--- src/rtl/fifo_param_pkg.sv ---
// Shared defaults and width helper for the parameterised FIFO and its storage.
package fifo_param_pkg;
  localparam int DEF_BITNUMBER = 10;
  localparam int DEF_LENGTH    = 8;
  localparam int DEF_AE_THRESH = 2;
  localparam int DEF_AF_MARGIN = 2;

  function automatic int ptr_width(input int depth);
    return $clog2(depth);
  endfunction
endpackage

--- src/rtl/memoria_param.sv ---
// Dual-pointer register array: one write port, one registered read port (latency 1).
module memoria_param
  import fifo_param_pkg::*;
#(
  parameter int BITNUMBER = DEF_BITNUMBER,
  parameter int LENGTH    = DEF_LENGTH,
  localparam int AW       = ptr_width(LENGTH)
) (
  input  logic                 clk,
  input  logic                 reset,
  input  logic                 write,
  input  logic [AW-1:0]        ptr_write,
  input  logic [BITNUMBER-1:0] data_in,
  input  logic                 read,
  input  logic [AW-1:0]        ptr_read,
  output logic [BITNUMBER-1:0] data_out
);
  logic [BITNUMBER-1:0] mem_q [LENGTH];
  logic [BITNUMBER-1:0] rd_q;

  // Array is deliberately not reset; only written words are ever read out.
  always_ff @(posedge clk) begin
    if (write) mem_q[ptr_write] <= data_in;
  end

  always_ff @(posedge clk) begin
    if (reset)     rd_q <= '0;
    else if (read) rd_q <= mem_q[ptr_read];
  end

  assign data_out = rd_q;
endmodule

--- src/rtl/fifo_param.sv ---
// Synchronous FIFO control: pointers, occupancy count, registered flags and sticky errors.
// Storage lives in memoria_param; read data appears one cycle after an accepted pop.
module fifo_param
  import fifo_param_pkg::*;
#(
  parameter int BITNUMBER = DEF_BITNUMBER,
  parameter int LENGTH    = DEF_LENGTH,
  parameter int AF_THRESH = LENGTH - DEF_AF_MARGIN,
  parameter int AE_THRESH = DEF_AE_THRESH,
  localparam int AW       = ptr_width(LENGTH),
  localparam int CW       = AW + 1
) (
  input  logic                 clk,
  input  logic                 reset,
  input  logic                 push,
  input  logic [BITNUMBER-1:0] data_in,
  input  logic                 pop,
  output logic [BITNUMBER-1:0] data_out,
  output logic                 valid_out,
  output logic                 full,
  output logic                 empty,
  output logic                 almost_full,
  output logic                 almost_empty,
  output logic [CW-1:0]        count,
  output logic                 overflow,
  output logic                 underflow
);
  logic [AW-1:0] ptr_wr_q, ptr_rd_q;
  logic [CW-1:0] count_q, count_d;
  logic          full_q, empty_q, af_q, ae_q;
  logic          valid_q, ovf_q, unf_q;
  logic          push_acc, pop_acc;

  assign pop_acc  = pop & ~empty_q;
  // A pop frees the slot this cycle, so a push into a full FIFO still lands.
  assign push_acc = push & (~full_q | pop_acc);

  always_comb begin
    count_d = count_q;
    if (push_acc && !pop_acc)      count_d = count_q + CW'(1);
    else if (!push_acc && pop_acc) count_d = count_q - CW'(1);
  end

  always_ff @(posedge clk) begin
    if (reset) begin
      ptr_wr_q <= '0;
      ptr_rd_q <= '0;
      count_q  <= '0;
      full_q   <= 1'b0;
      empty_q  <= 1'b1;
      af_q     <= 1'b0;
      ae_q     <= 1'b1;
      valid_q  <= 1'b0;
      ovf_q    <= 1'b0;
      unf_q    <= 1'b0;
    end else begin
      if (push_acc) ptr_wr_q <= ptr_wr_q + AW'(1);
      if (pop_acc)  ptr_rd_q <= ptr_rd_q + AW'(1);
      count_q <= count_d;
      full_q  <= (count_d == CW'(LENGTH));
      empty_q <= (count_d == '0);
      af_q    <= (count_d >= CW'(AF_THRESH));
      ae_q    <= (count_d <= CW'(AE_THRESH));
      valid_q <= pop_acc;
      if (push && full_q && !pop_acc) ovf_q <= 1'b1;
      if (pop && empty_q)             unf_q <= 1'b1;
    end
  end

  memoria_param #(
    .BITNUMBER(BITNUMBER),
    .LENGTH   (LENGTH)
  ) u_mem (
    .clk      (clk),
    .reset    (reset),
    .write    (push_acc & ~reset),
    .ptr_write(ptr_wr_q),
    .data_in  (data_in),
    .read     (pop_acc & ~reset),
    .ptr_read (ptr_rd_q),
    .data_out (data_out)
  );

  assign valid_out    = valid_q;
  assign full         = full_q;
  assign empty        = empty_q;
  assign almost_full  = af_q;
  assign almost_empty = ae_q;
  assign count        = count_q;
  assign overflow     = ovf_q;
  assign underflow    = unf_q;
endmodule

--- config.mk ---
export PLATFORM = sky130hd
export DESIGN_NAME = fifo_param
export DESIGN_NICKNAME = d
export VERILOG_FILES = /design/src/rtl/fifo_param_pkg.sv /design/src/rtl/memoria_param.sv /design/src/rtl/fifo_param.sv
export SDC_FILE = /design/constraint.sdc
export NUM_CORES = 1
export LEC_CHECK = 0
export BUFFER_PORTS_ARGS = -buffer_cell sky130_fd_sc_hd__buf_4
export CORE_MARGIN = 3
export CORE_UTILIZATION = 31
export CTS_BUF_LIST = sky130_fd_sc_hd__clkbuf_4
export CTS_CLUSTER_DIAMETER = 150
export DETAILED_ROUTE_END_ITERATION = 12
export GPL_TIMING_DRIVEN = 1
export PLACE_DENSITY = 0.55
export SLEW_MARGIN = 10
export SYNTH_ARGS = -nofsm -noshare
export SYNTH_HDL_FRONTEND = slang
export SYNTH_SLANG_ARGS = --single-unit
--- constraint.sdc ---
create_clock -name clk -period 4.05 [get_ports clk]
set_input_delay 0.81 -clock clk [delete_from_list [all_inputs] [get_ports clk]]
set_output_delay 0.81 -clock clk [all_outputs]
set_load 0.01 [all_outputs]
==> flow_metrics.tcl <==
set metrics [dict create \
    ctsHoldBuffers 0 \
    antenna_found_initial 0 \
    maxCapViolations 0 \
    drc 0 \
    crit_slowest_cell "nor2_1" \
    start_util_pct 32.3 \
    synth_area_um2 4160 \
    clock-sinks 107 \
    clock_latency_ns 0.44 \
    cp.arrival_ns 2.29 \
    fp.dieH_um 122 \
    final-setup-viol-count 0 \
    die_area_um2 14800 \
    ys_ff_latch 107 \
    dr.pass1.iters 4 \
    grt_max_degree 32 \
    drt_iter0_drc 156 \
    r2r-start "empty" \
    io_buffer_count 34 \
    postSynthAreaPerCell_um2 17.1 \
    reg2regPathDepth 4 \
    yosysUniqueCellTypes 36 \
    hold_violations 0 \
    cts_setup_buffers 0 \
    layout_common_cells "edfxtp_1, buf_4, dfxtp_1, nor2_1, mux4_2" \
    netlist_instances 244 \
    required_ns 4.12 \
    routed_wl_um 7630 \
    vias 2158 \
    fp.dieW_um 122 \
    final_common_cell "edfxtp_1" \
    rsz0062_at_grt "no" \
    worstMarginPinSlew_ns 1.11 \
    yosysWarnings 0 \
    globalplace.congestion 0.752 \
    min_from "underflow" \
    ctsLongestPathBuffers 2 \
    diodes 0 \
    viasPerCell 4.69 \
    nNetsFinal 301 \
    hpwl_um 4980 \
    io_pins 35 \
    ff2ff_setup_slack_ns 1.83 \
    cts_root_buf "clkbuf_4" \
    slowest_delay_ns 0.77 \
    ant_nets 0 \
    worstPathCellList "nand2b_4 > a21boi_1 > nand2_1 > nor2_1" \
    grt_pass1_vias 2244 \
    areaGrowthSynthToFinish_pct 14.1 \
    cp_max_fo 10 \
    report.final.slew_viol_count 0 \
    min_to "underflow" \
    p_leak_uw 0.00155 \
    synth-seq-area-share_pct 70.7 \
    htreeDepth 3 \
    critPathLaunchType "flop" \
    finalCriticalPeriod_ns 2.22 \
    overflow 0 \
    rows 41 \
    power_density_nw_per_um2 456 \
    hp-class "flop to flop" \
    crit_type "flop to flop" \
    period_share_pct 54.8 \
    finalClockSkew_ns 0.0218 \
    stdcell_count 460 \
    placed_cells 444 \
    cts.repair.resized 0 \
    worstHoldPathCells 2 \
    p_total_uw 2160 \
    track_usage_pct 11.3 \
    critPathBufInv 0 \
    outcome "finished, final reports clean" \
    crit_family "simple AND/OR/NAND/NOR gates" \
    post_drt_wl_per_cell_um 16.6 \
    end_kind "flop" \
    post-route-util_pct 36.9 \
    cts_inserted_buffers 9 \
    core-area_um2 12900 \
    ir_drop_uv 119 \
    syn_nets 262 \
    grt_pass1_wl_um 12400 \
    drive_gt1_share_pct 29.5 \
    fmax_mhz 451 \
    reg2reg_to "u_mem.mem_q[7][0]" \
    fin_tns_setup_ns 0 \
    startpoint "empty" \
    cts_tree "done" \
    clkTransAtPathRegs_ns 0.16 \
    relSlewSlack_pct 25.8 \
]
-- through the flow --
| step | area [um^2] | hold WS (ns) | setup WS (ns) |
|---|---|---|---|
| finish | 4750 | 0.496 | 1.83 |
| global route | 4750 | 0.528 | 1.63 |
| CTS | 4750 | 0.502 | 1.80 |
| detailed placement | 4630 | 0.466 | 1.37 |
| global placement | 4630 | 0.463 | 1.38 |
| floorplan | 4160 | 0.502 | 1.24 |
-- cell usage after synthesis, drive strengths merged --
library cell   n  area share, %
xnor2          5            1.1
nor4b          1           0.21
nor2          25            2.3
ha             4            1.2
mux2i         11            2.6
a211oi        10            1.8
nand2b         2           0.48
mux4          20             11
buf            8            1.1
nor3b          2           0.60
nor2b          5           0.75
o31ai          1           0.30
a32oi          1           0.66
a21o           2           0.36
and3           1           0.15
nand3          1           0.12
nor3           4           0.60
nand2         14            1.3
nor4           1           0.15
xor2           3           0.63
nand3b         1           0.18
a21boi         1           0.18
o21ai          1           0.12
a31oi          1           0.15
edfxtp        80             58
a21oi          4           0.48
a211o          1           0.21
inv            2           0.18
a31o           1           0.21
dfxtp         27             13
clkbuf         4           0.36
-- state kept, by name, indices dropped and copies added, names as in the netlist, 3 cells and up --
register / count
u_mem.mem_q: 80
count: 4
u_mem.data_out: 10
ptr_rd_q: 3
ptr_wr_q: 3
-- layer usage --
| metal | vias up | GRT usage (%) | wire [um] |
|---|---|---|---|
| met5 | - | 0 | 0 |
| met2 | 45 | 18.4 | 3730 |
| met4 | 0 | 3.36 | 60 |
| met3 | 6 | 3.20 | 349 |
| met1 | 1095 | 14.7 | 3490 |
| li1 | 1012 | - | - |
-- cells by family after synthesis --
group	count (synthesis)	share of synthesized area, %
compound gates	23	4.48
xor+xnor	8	1.68
fa+ha+maj	4	1.20
buf+inv	14	1.68
flops	107	70.7
mux	31	13.5
simple gates	57	6.76
-- worst max path at each step --
stage / to / slack (ns) / depth (start not counted)
final: u_mem.mem_q[7][0] / 1.83 / 4
after global routing: u_mem.mem_q[7][4] / 1.63 / 4
after CTS: u_mem.mem_q[7][4] / 1.80 / 4
after detailed placement: u_mem.mem_q[7][7] / 1.37 / 5
after global placement: u_mem.mem_q[7][7] / 1.38 / 5
after floorplan: u_mem.mem_q[4][0] / 1.24 / 5
-- worst min-delay path: stages (launching register included) --
cell	delay [ns]
dfxtp_1	0.36
a21oi_1	0.04
nor2_1	0.07
-- report_power, final --
group          switching (uW)  internal [uW]  total, uW  leakage [uW]
Sequential               48.9           1240       1280      0.000944
Clock                     336            143        479     0.0000676
Combinational             197            202        399      0.000534
-- final cells by class --
class,count,area [um^2]
clock inverter,5,35.0
sequential,107,2940
fill,1221,8130
multi-input combinational,123,1160
timing repair buffer,40,300
tap,172,215
clock buffer,11,82.6
inverter,2,7.51
Note: power is estimated with default switching activity, not from simulation.
